<file path="config.mk">
export PLATFORM = sky130hd
export DESIGN_NAME = a2d_spi_resp
export DESIGN_NICKNAME = d
export VERILOG_FILES = /design/src/rtl/a2d_spi_resp_pkg.sv /design/src/rtl/a2d_spi_resp_spi_in_sync.sv /design/src/rtl/a2d_spi_resp.sv
export SDC_FILE = /design/constraint.sdc
export NUM_CORES = 1
export LEC_CHECK = 0
export BUFFER_PORTS_ARGS = -buffer_cell sky130_fd_sc_hd__buf_2
export CAP_MARGIN = 20
export CORE_ASPECT_RATIO = 0.75
export CORE_UTILIZATION = 30
export DETAILED_ROUTE_END_ITERATION = 12
export SLEW_MARGIN = 15
export SYNTH_ARGS = -nofsm -noshare
export SYNTH_HDL_FRONTEND = slang
export SYNTH_SLANG_ARGS = --single-unit
</file>
<file path="constraint.sdc">
create_clock -name clk -period 3.3 [get_ports clk]
set_clock_uncertainty 0.15 [all_clocks]
set_input_delay 0.165 -clock clk [delete_from_list [all_inputs] [get_ports clk]]
set_output_delay 0.165 -clock clk [all_outputs]
set_load 0.01 [all_outputs]
</file>
<file path="src/rtl/a2d_spi_resp_pkg.sv">
// Shared types and constants for the A2D SPI responder.
// Frame geometry, FSM encoding and LFSR seed used by a2d_spi_resp.
package a2d_resp_pkg;

    typedef enum logic [1:0] {IDLE, SHIFT, FINISH} resp_state_t;

    localparam int          FRAME_BITS = 16;
    localparam int          CHAN_MSB   = 13;
    localparam int          CHAN_LSB   = 11;
    localparam logic [15:0] LFSR_SEED  = 16'hACE1;

endpackage

</file>
<file path="src/rtl/a2d_spi_resp_spi_in_sync.sv">
// Double-flop synchronizer for one async SPI pin, plus a third flop for edge detect.
// RST_VAL sets the idle level the chain holds while in reset.
module spi_in_sync #(
    parameter logic RST_VAL = 1'b0
) (
    input  logic clk,
    input  logic rst,
    input  logic din,
    output logic dout,
    output logic rise,
    output logic fall
);

    logic [2:0] ff;

    always_ff @(posedge clk) begin
        if (rst) ff <= {3{RST_VAL}};
        else     ff <= {ff[1:0], din};
    end

    assign dout = ff[1];
    assign rise = ff[1] & ~ff[2];
    assign fall = ~ff[1] & ff[2];

endmodule

</file>
<file path="src/rtl/a2d_spi_resp.sv">
// SPI responder emulating an 8-channel 12-bit A2D: command in one frame, sample out the next.
// Optional sample noise via `A2D_RESP_NOISE_EN (16-bit LFSR added with saturation).
module a2d_spi_resp
    import a2d_resp_pkg::*;
#(
    parameter int NUM_CH     = 8,
    parameter int DW         = 12,
    parameter int RST_CH     = 0,
    parameter int NOISE_BITS = 2
) (
    input  logic                   clk,
    input  logic                   rst,
    input  logic                   SS_n,
    input  logic                   SCLK,
    input  logic                   MOSI,
    output logic                   MISO,
    input  logic [NUM_CH*DW-1:0]   ana_vals,
    output logic [FRAME_BITS-1:0]  last_cmd,
    output logic                   cmd_vld,
    output logic                   frame_err,
    output logic [15:0]            frame_cnt
);

    if (NUM_CH < 1 || NUM_CH > 8 || DW > FRAME_BITS || NOISE_BITS < 1 || NOISE_BITS > DW) begin : g_cfg_err
        $error("a2d_spi_resp: unsupported parameter set");
    end

    logic ss_n_s, ss_rise, ss_fall;
    logic sclk_s, sclk_rise, sclk_fall;
    logic mosi_s;

    spi_in_sync #(.RST_VAL(1'b1)) u_ss_sync (
        .clk(clk), .rst(rst), .din(SS_n), .dout(ss_n_s), .rise(ss_rise), .fall(ss_fall));
    spi_in_sync #(.RST_VAL(1'b0)) u_sclk_sync (
        .clk(clk), .rst(rst), .din(SCLK), .dout(sclk_s), .rise(sclk_rise), .fall(sclk_fall));
    spi_in_sync #(.RST_VAL(1'b0)) u_mosi_sync (
        .clk(clk), .rst(rst), .din(MOSI), .dout(mosi_s), .rise(), .fall());

    resp_state_t           state;
    logic [4:0]            bit_cnt;
    logic [FRAME_BITS-1:0] rx_shft, tx_shft, nxt_word;
    logic [2:0]            chan;
    logic                  load_rst;
    logic [1:0]            warm;
    logic                  armed;

`ifdef A2D_RESP_NOISE_EN
    logic [15:0] lfsr;

    always_ff @(posedge clk) begin
        if (rst)                  lfsr <= LFSR_SEED;
        else if (state == FINISH) lfsr <= {lfsr[14:0], lfsr[15] ^ lfsr[13] ^ lfsr[12] ^ lfsr[10]};
    end
`endif

    // Out-of-range channels fall through the mux as zero.
    function automatic logic [FRAME_BITS-1:0] ch_word(input logic [2:0] ch);
        logic [DW-1:0] s;
`ifdef A2D_RESP_NOISE_EN
        logic [DW:0]   sum;
`endif
        s = '0;
        for (int k = 0; k < NUM_CH; k++)
            if (ch == k[2:0]) s = ana_vals[k*DW +: DW];
`ifdef A2D_RESP_NOISE_EN
        sum = {1'b0, s} + (DW+1)'(lfsr[NOISE_BITS-1:0]);
        s   = sum[DW] ? '1 : sum[DW-1:0];
`endif
        return FRAME_BITS'(s);
    endfunction

    // The sync chain resets high for SS_n, so ss_n_s only means something once
    // it has refilled from the pin; a frame already under way at reset is skipped.
    always_ff @(posedge clk) begin
        if (rst) begin
            state     <= IDLE;
            bit_cnt   <= '0;
            rx_shft   <= '0;
            tx_shft   <= '0;
            chan      <= RST_CH[2:0];
            nxt_word  <= '0;
            load_rst  <= 1'b1;
            warm      <= 2'd0;
            armed     <= 1'b0;
            MISO      <= 1'b0;
            last_cmd  <= '0;
            cmd_vld   <= 1'b0;
            frame_err <= 1'b0;
            frame_cnt <= '0;
        end else begin
            cmd_vld   <= 1'b0;
            frame_err <= 1'b0;
            MISO      <= (state == SHIFT) ? tx_shft[FRAME_BITS-1] : 1'b0;

            if (warm != 2'd2) warm  <= warm + 2'd1;
            else if (ss_n_s)  armed <= 1'b1;

            if (load_rst) begin
                nxt_word <= ch_word(chan);
                load_rst <= 1'b0;
            end

            case (state)
                IDLE: begin
                    if (armed && !ss_n_s) begin
                        state   <= SHIFT;
                        tx_shft <= nxt_word;
                        if (sclk_rise) begin
                            rx_shft <= {rx_shft[FRAME_BITS-2:0], mosi_s};
                            bit_cnt <= 5'd1;
                        end else begin
                            bit_cnt <= 5'd0;
                        end
                    end
                end
                SHIFT: begin
                    if (sclk_rise) begin
                        rx_shft <= {rx_shft[FRAME_BITS-2:0], mosi_s};
                        if (bit_cnt != 5'd16) bit_cnt <= bit_cnt + 5'd1;
                    end
                    if (sclk_fall) tx_shft <= {tx_shft[FRAME_BITS-2:0], 1'b0};
                    if (ss_n_s) begin
                        if (bit_cnt == 5'd16) begin
                            state <= FINISH;
                        end else begin
                            state     <= IDLE;
                            frame_err <= 1'b1;
                        end
                    end
                end
                FINISH: begin
                    last_cmd  <= rx_shft;
                    cmd_vld   <= 1'b1;
                    frame_cnt <= frame_cnt + 16'd1;
                    chan      <= rx_shft[CHAN_MSB:CHAN_LSB];
                    nxt_word  <= ch_word(rx_shft[CHAN_MSB:CHAN_LSB]);
                    state     <= IDLE;
                end
                default: state <= IDLE;
            endcase
        end
    end

endmodule

</file>
# After elaboration in Yosys (flattened, before gate mapping)
# Index checks and enable logic that the tools add are counted.
[word_totals] output_inout_bits=35 elab_cells=101 reg_bits=100 in_bits=101
[classes] n_bitwise=7 n_eq_ne=24 n_mux=36 addsub=3 n_reduce_logical=14
[op_table] operator="two-way mux 12 bit" count=18
[op_table] operator="two-way mux 16 bit" count=4
[op_table] operator="one-hot mux 16 bit (2 select lines)" count=2
[op_table] operator="== test 3 bit (second input constant)" count=8
[op_table] operator="adder 16 x 1 -> 16 bit (second input constant)" count=1
[op_table] operator="two-way mux 5 bit" count=3
[op_table] operator="== test 3 x 2 -> 1 bit (second input constant)" count=4
[op_table] operator="one-hot mux 5 bit (2 select lines)" count=1
[op_table] operator="inequality test 2 bit (second input constant)" count=4
[op_table] operator="== test 3 x 1 -> 1 bit (second input constant)" count=2
[op_table] operator="zero test 3 bit" count=2
[op_table] operator="two-way mux 2 bit" count=3
[op_table] operator="AND reduction 2 bit" count=3
[op_table] operator="adder 5 x 1 -> 5 bit (second input constant)" count=1
[op_table] operator="== test 5 bit (second input constant)" count=1
[op_table] operator="inequality test 5 bit (second input constant)" count=1
[op_table] operator="inverter 1 bit" count=5
[op_table] operator="two-way mux 1 bit" count=4
[op_table] operator="inequality test 2 x 1 -> 1 bit (second input constant)" count=2
[op_table] operator="one-hot mux 2 bit (2 select lines)" count=1
[op_table] operator="AND reduction 4 bit" count=1
[op_table] operator="nonzero test 2 bit" count=2
[op_table] operator="AND reduction 3 bit" count=1
[op_table] operator="OR reduction 3 bit" count=1
[op_table] operator="8 further kinds" count=9

# Depth between registers and ports, before layout
# Gate-level depths: netlist (run 1).
[logic_depth] word_depth=11 ltp_mapped=8 depth_no_buf=6

# Cells and area by module
# From an unflattened synthesis (run 1), not the netlist that was laid out.
[unflattened] cells_unflattened=610 hier_area_um2=5430.2
[modules_own_cells] mod="a2d_spi_resp" cells_per_inst=586 seq_area_each_um2=1801.7 area_per_inst_um2=5154.9 instances=1
[modules_own_cells] mod="spi_in_sync at u_mosi_sync ..." cells_per_inst=8 seq_area_each_um2=60.1 area_per_inst_um2=91.3 instances=2
[modules_own_cells] mod="spi_in_sync at u_ss_sync" cells_per_inst=8 seq_area_each_um2=60.1 area_per_inst_um2=92.6 instances=1

# Worst setup path after synthesis (run 1)
# Ideal clock, no wire load.
[synth_path] path_type="reg2reg" startpoint="register rx_shft[12]" endpoint="register nxt_word[3]" path_stages_with_launch=8 synth_period_minus_slack_ps=1725 arrival_ps=1439 n_path_buf=2 setup_slack_ps=1575 required_time_ps=3014 setup_time_ps=136 cell_sequence="dfxtp_1 -> buf_4 -> buf_2 -> mux2_2 -> o21ai_0 -> o221ai_1 -> a22oi_1 -> o32ai_1"
[synth_via] elab_chain_cells=10 word_cells_on_any_way=17 classes_between="eq/ne (7); mux (9); reduce/logical (1)"
[synth_rtl] item="start: declaration" line_no="a2d_spi_resp.sv:41" source="logic [FRAME_BITS-1:0] rx_shft, tx_shft, nxt_word;"
[synth_rtl] item="start signal: assignment" line_no="a2d_spi_resp.sv:109" source="rx_shft <= {rx_shft[FRAME_BITS-2:0], mosi_s};"
[synth_rtl] item="start signal: assignment" line_no="a2d_spi_resp.sv:118" source="rx_shft <= {rx_shft[FRAME_BITS-2:0], mosi_s};"
[synth_rtl] item="zero test 3 bit" line_no="a2d_spi_resp.sv:64" source="if (ch == k[2:0]) s = ana_vals[k*DW +: DW];"
[synth_rtl] item="two-way mux 12 bit (7 in a row)" line_no="a2d_spi_resp.sv:64"
[synth_rtl] item="two-way mux 12 bit (*)" line_no="a2d_spi_resp.sv:64"
[synth_rtl] item="two-way mux 12 bit (*)" line_no="a2d_spi_resp.sv:103" source="case (state)"
[synth_rtl] item="end signal: assignment" line_no="a2d_spi_resp.sv:99" source="nxt_word <= ch_word(chan);"
[synth_rtl] item="end signal: assignment" line_no="a2d_spi_resp.sv:136" source="nxt_word <= ch_word(rx_shft[CHAN_MSB:CHAN_LSB]);"
[synth_rtl] item="end: declaration" line_no="a2d_spi_resp.sv:41"
# Every way passes the cells marked *; elsewhere a longest branch is shown, timed or not.
# A chain may end at the register's enable or synchronous reset.

# Worst setup path in the final report (run 1)
[layout_path] startpoint="register rx_shft[11]" endpoint="register nxt_word[11]"
# The elaborated chain is that of the path after synthesis.

==> results of run 1 <==
[final timing paths]
check,depth (start not counted),to,startpoint,slack [ps]
min reg2reg,2,rx_shft[0],u_mosi_sync.ff[1],290
max reg2reg,5,nxt_word[11],rx_shft[11],1020
max,5,nxt_word[11],rx_shft[11],1020
min,1,load_rst,rst,70
[cell type report]
cell class / instances / area (um^2)
Multi-Input combinational cell: 490 / 3280
Sequential cell: 97 / 1940
Tap cell: 242 / 303
Fill cell: 1848 / 11200
Inverter: 8 / 30.0
Timing Repair Buffer: 152 / 813
Clock buffer: 13 / 270
[power by group]
group	total (W)	leakage [nW]	switching (W)	internal, W
Clock	0.000978	0.134	0.000417	0.000561
Combinational	0.000270	1.43	0.000141	0.000129
Sequential	0.00123	0.786	0.0000264	0.00120
Total	0.00248	2.35	0.000584	0.00189
[routing by layer]
layer,vias to the layer above,GRT usage [%]
met4,0,5.41
met2,220,24.5
met5,-,0
met1,2432,26.9
met3,18,3.83
li1,2589,-
[state kept, by name, summed over array words and instances (netlist names), 3 cells and up]
| signal | flops |
|---|---|
| frame_cnt | 16 |
| last_cmd | 16 |
| rx_shft | 16 |
| tx_shft | 16 |
| nxt_word | 12 |
| bit_cnt | 5 |
| u_sclk_sync.ff | 3 |
[per-stage QoR]
step | utilization (%) | cell area [um^2] | hold slack, ps
CTS | 37.3 | 6640 | 62.1
detailed placement | 35.6 | 6340 | 214
finish | 37.3 | 6640 | 70.7
floorplan | - | 5520 | 42.7
global placement | 35.6 | 6340 | 210
global route | 37.3 | 6640 | 71.6
[cell families (layout without fill, tap and decap cells)]
| kind of cell | count (synthesis) | in the layout | share of synthesized area (%) |
|---|---|---|---|
| AOI/OAI and AO/OA | 199 | 199 | 23.7 |
| xor gates and xnor gates | 18 | 18 | 2.86 |
| adders and majority gates | 4 | 4 | 0.906 |
| buffers and inverters | 64 | 173 | 5.53 |
| DFF | 97 | 97 | 35.2 |
| muxes | 60 | 60 | 13.9 |
| and+or+nand+nor | 209 | 209 | 17.9 |
[cell usage in the layout (no fill, tap or decap), types with 6 or more instances in the layout]
cell	Yosys	routed
inv_1	8	8
o21ai_0	33	33
o32ai_1	10	10
nand3_1	11	11
o22ai_1	10	10
a22oi_1	16	16
mux2i_1	35	35
nor2b_1	7	6
dfxtp_1	97	95
o221ai_1	23	23
nand2_1	96	96
buf_2	12	134
clkbuf_16	0	9
a21oi_1	83	83
nand2b_1	6	6
a311oi_2	9	9
xor2_1	13	13
nor2_1	48	48
mux2_2	13	13
mux4_2	12	12
buf_4	6	15
or2_2	14	14
==> key figures, run 1 <==
Synthesis
  – Post-synth EDFFs: 0
  – Register area share after synthesis: 35.2%
  – Area leader, netlist: dfxtp_1
  – Post-Syn Nets: 756
  – Main flop type after synthesis: dfxtp_1
  – Cell with the most instances after synthesis: dfxtp_1
  – Post-synth top area share: 35.2%
  – Commonest cells post-synth: dfxtp_1 (97), nand2_1 (96), a21oi_1 (83)
  – Synth area leaders: dfxtp_1 (35%), a21oi_1 (7.5%), nand2_1 (6.5%), mux2i_1 (6.3%), mux4_2 (4.9%)
  – Netlist Area Pre-Place: 5520 um^2
  – Yosys warning total: 0
  – Cells after synthesis: 651
  – Post-synthesis sequential element count: 97
  – Post-synthesis area per instance: 8.48 um^2
  – Distinct cell type count after synthesis: 58
  – Share of synthesized registers carrying an async set or reset: 0%

Drt
  – WL/cell: 16.4 um
  – DR iter-0 viols: 498
  – Vias: 5259
  – Via density per instance: 5.25
  – Antenna viol nets, final: 0
  – Routed wire length: 16400 um
  – Pre-antenna DRT Iters: 5
  – Highest metal used: met4
  – Metal3 WL: 1270 um
  – DRC: 0
  – Met1 Routed Length: 8020 um
  – Metal2 WL: 6930 um

Place
  – DP Worst Slack: 1080 ps
  – Placed Cells: 986
  – Post-DP HPWL: 11300 um
  – GPL Wtd Cong: 0.911
  – Port bufs: 135

Clocking
  – H-tree depth: 3
  – CTS hold repair buffers: 3
  – CTS Buffer Depth: 2
  – CTS tree: yes
  – Skew-Pair Late Insertion Delay: 330 ps
  – Post-CTS Setup Inserts: 0
  – Clock Pin Slew Worst Setup and Hold Paths: 60 ps
  – Clk sink count: 97
  – CTS root buffer: clkbuf_16
  – Total CTS buffers: 9
  – PostCTS Resize Cnt: 0

STA
  – Final Hold Vio Count: 0
  – Worst slew pin tran: 975 ps
  – Final min period: 2280 ps
  – Final Cycle Share: 69.1%
  – Worst setup margin: 1020 ps
  – Slew HR: 34.7%
  – Final setup viols: 0
  – Setup_tns: 0 ps
  – Max Fclk: 0.439 GHz
  – RSZ-0062 raised after global routing: false
  – Pins Over Slew Limit: 0

Critical path
  – Crit path buf inv count: 0
  – Critical path's largest stage delay: 740 ps
  – Setup CP Type: reg2reg
  – Crit-path max FO: 18
  – CP top delay family: flip-flops
  – Critical-path cell list: nand3_1 > o21ai_0 > a21oi_1 > a22oi_1 > o32ai_1
  – Critical Path AT: 2330 ps
  – Crit. End Element: flip-flop
  – Startpoint Class: flip-flop
  – CP max-delay cell: dfxtp_1
  – Worst EP required: 3350 ps

Finish
  – Final Net Count: 863
  – Layout cells sized above 1: 28.8%
  – ANT cells: 0
  – Area Overhead vs Synth: 20.2%
  – Fin cells: 1002

Global route
  – GRT Total Usage: 17.7%
  – First-pass GRT wire length: 26200 um
  – Total gr overflow: 0
  – Vias in the first global route: 4801
  – Largest net degree at the start of global routing: 54
  – Initial antenna violation count: 0

Status
  – Status: completed

Power and ir drop
  – Max IR drop VDD: 0.268 mV
  – Pleak: 2.35 nW
  – Total power after layout: 0.00248 W
  – Pwr/cell area: 374 nW/um^2

Floorplan
  – Io pins: 136
  – Starting density of the core: 31.0%
  – FP Rows: 42
  – Die Y: 119 um
  – Core Area: 17800 um^2
  – DIE AREA: 19000 um^2
  – DIE WIDTH: 159 um

Run
  – Max Cap Violations: 0

Min path
  – Worst hold path class: in2reg
(Power assumes the default switching activity.)
==> run 2: changes to the inputs <==
Clock period 3.3 ns to 2.1 ns, I/O delays scaled along.
==> key figures, run 2 (synthesis gave the netlist of run 1 again) <==
Finish
  – Most common cell after layout, fill and taps aside: buf_2
  – Area Overhead vs Synth: 24.7%
  – Fin cells: 1024
  – Fill cells: 1852
  – ANT cells: 0
  – Commonest cells after routing, fill and taps aside: buf_2 (134), nand2_1 (96), dfxtp_1 (95)
  – Final Util: 38.6%
  – Final Net Count: 882
  – Layout cells sized above 1: 31.2%

Critical path
  – Worst r2r src: rx_shft[11]
  – Crit. Startpoint: rx_shft[11]
  – Critical-path cell list: nand2b_1 > o22ai_1 > a21oi_1 > a22oi_1 > o32ai_1
  – Worst EP required: 2190 ps
  – Crit-path max FO: 13
  – Critical Path AT: 2020 ps
  – Critical path's largest stage delay: 600 ps
  – CP max-delay cell: dfxtp_1
  – Setup CP Type: reg2reg
  – Crit. End Element: flip-flop
  – Startpoint Class: flip-flop

Place
  – Placed Cells: 1005
  – DP Worst Slack: 94.6 ps
  – GPL Wtd Cong: 0.949
  – Post-DP HPWL: 12000 um
  – Port bufs: 135

Power and ir drop
  – Max IR drop VDD: 0.378 mV
  – Pleak: 2.48 nW
  – Pwr/cell area: 603 nW/um^2

Min path
  – Worst hold path class: in2reg
  – Hold Crit Start: ana_vals[46]

STA
  – Max Fclk: 0.519 GHz
  – Pins Over Slew Limit: 0
  – Final min period: 1930 ps
  – Worst setup margin: 171 ps
  – Final Hold Vio Count: 0
  – Worst slew pin tran: 656 ps
  – Slew HR: 56.2%
  – Final Cycle Share: 91.8%
  – Setup_tns: 0 ps
  – RSZ-0062 raised after global routing: false
  – Final setup viols: 0
  – Hold Slack: 16.9 ps

Drt
  – DR iter-0 viols: 383
  – Pre-antenna DRT Iters: 5
  – Antenna viol nets, final: 0
  – Via density per instance: 5.19
  – WL/cell: 16.1 um
  – DRC: 0
  – Vias: 5316
  – Routed wire length: 16400 um

Clocking
  – Total CTS buffers: 9
  – CTS tree: yes
  – Skew-Pair Late Insertion Delay: 340 ps
  – Clock Pin Slew Worst Setup and Hold Paths: 80 ps
  – CTS Buffer Depth: 2
  – CTS root buffer: clkbuf_16
  – H-tree depth: 3
  – Clk sink count: 97

Status
  – Status: completed

Global route
  – Total gr overflow: 0
  – Vias in the first global route: 4908
  – Initial antenna violation count: 0
  – GRT Total Usage: 17.9%
  – Largest net degree at the start of global routing: 42
  – First-pass GRT wire length: 26500 um

Floorplan
  – DIE WIDTH: 159 um
  – Core Area: 17800 um^2
  – Die Y: 119 um
  – Io pins: 136
  – Starting density of the core: 31.0%
  – FP Rows: 42
  – DIE AREA: 19000 um^2

Run
  – Max Cap Violations: 0
run 2: final timing paths:
path                            cells after the start              end  slack, ps
worst max-delay path                                5     nxt_word[11]        170
worst min register to register                      1  u_ss_sync.ff[1]        280
worst min-delay path                                3     nxt_word[10]         20
worst max register to register                      5     nxt_word[11]        170
run 2: report_power, final:
part / leakage [nW] / total, W / switching [W] / internal (W)
logic: 1.54 / 0.000438 / 0.000230 / 0.000209
registers: 0.787 / 0.00193 / 0.0000373 / 0.00189
clock network: 0.158 / 0.00179 / 0.000731 / 0.00106
run 2: metal layers:
layer  vias up  global-route usage, %  part of all wire [%]
li1       2621                      -                     -
met1      2469                   27.3                    50
met2       207                   25.1                    42
met3        19                   3.72                   6.6
met4         0                   4.75                   1.6
met5         -                      0                     0
run 2: worst max-delay path, delay by kind of cell, from the launching register on:
kind / cells / cell delay [ps]
compound gates: 4 / 590
flops: 1 / 600
simple gates: 1 / 490
run 2: timing repair:
action,CTS,global route
gates resized for setup,0,3
hold buffers,3,0
endpoints found under the hold margin,3,0
endpoints found under the setup margin,0,10
setup buffers,0,0
run 2: layout make-up:
type                       instances  area (um^2)  share of cell area [%]
clock buffer                       9          225                    3.27
clock inverter                     7          101                    1.47
inverter                           8         30.0                   0.436
multi-input combinational        490         3280                    47.7
sequential                        97         1950                    28.3
tap                              242          303                    4.40
timing repair buffer             171          993                    14.4
run 2: per-stage QoR:
| step | total power (W) | cell area (um^2) |
|---|---|---|
| global placement | 0.00240 | 6520 |
| detailed placement | 0.00240 | 6520 |
| floorplan | 0.00221 | 5520 |
| finish | 0.00415 | 6880 |
| global route | 0.00434 | 6880 |
| CTS | 0.00421 | 6870 |
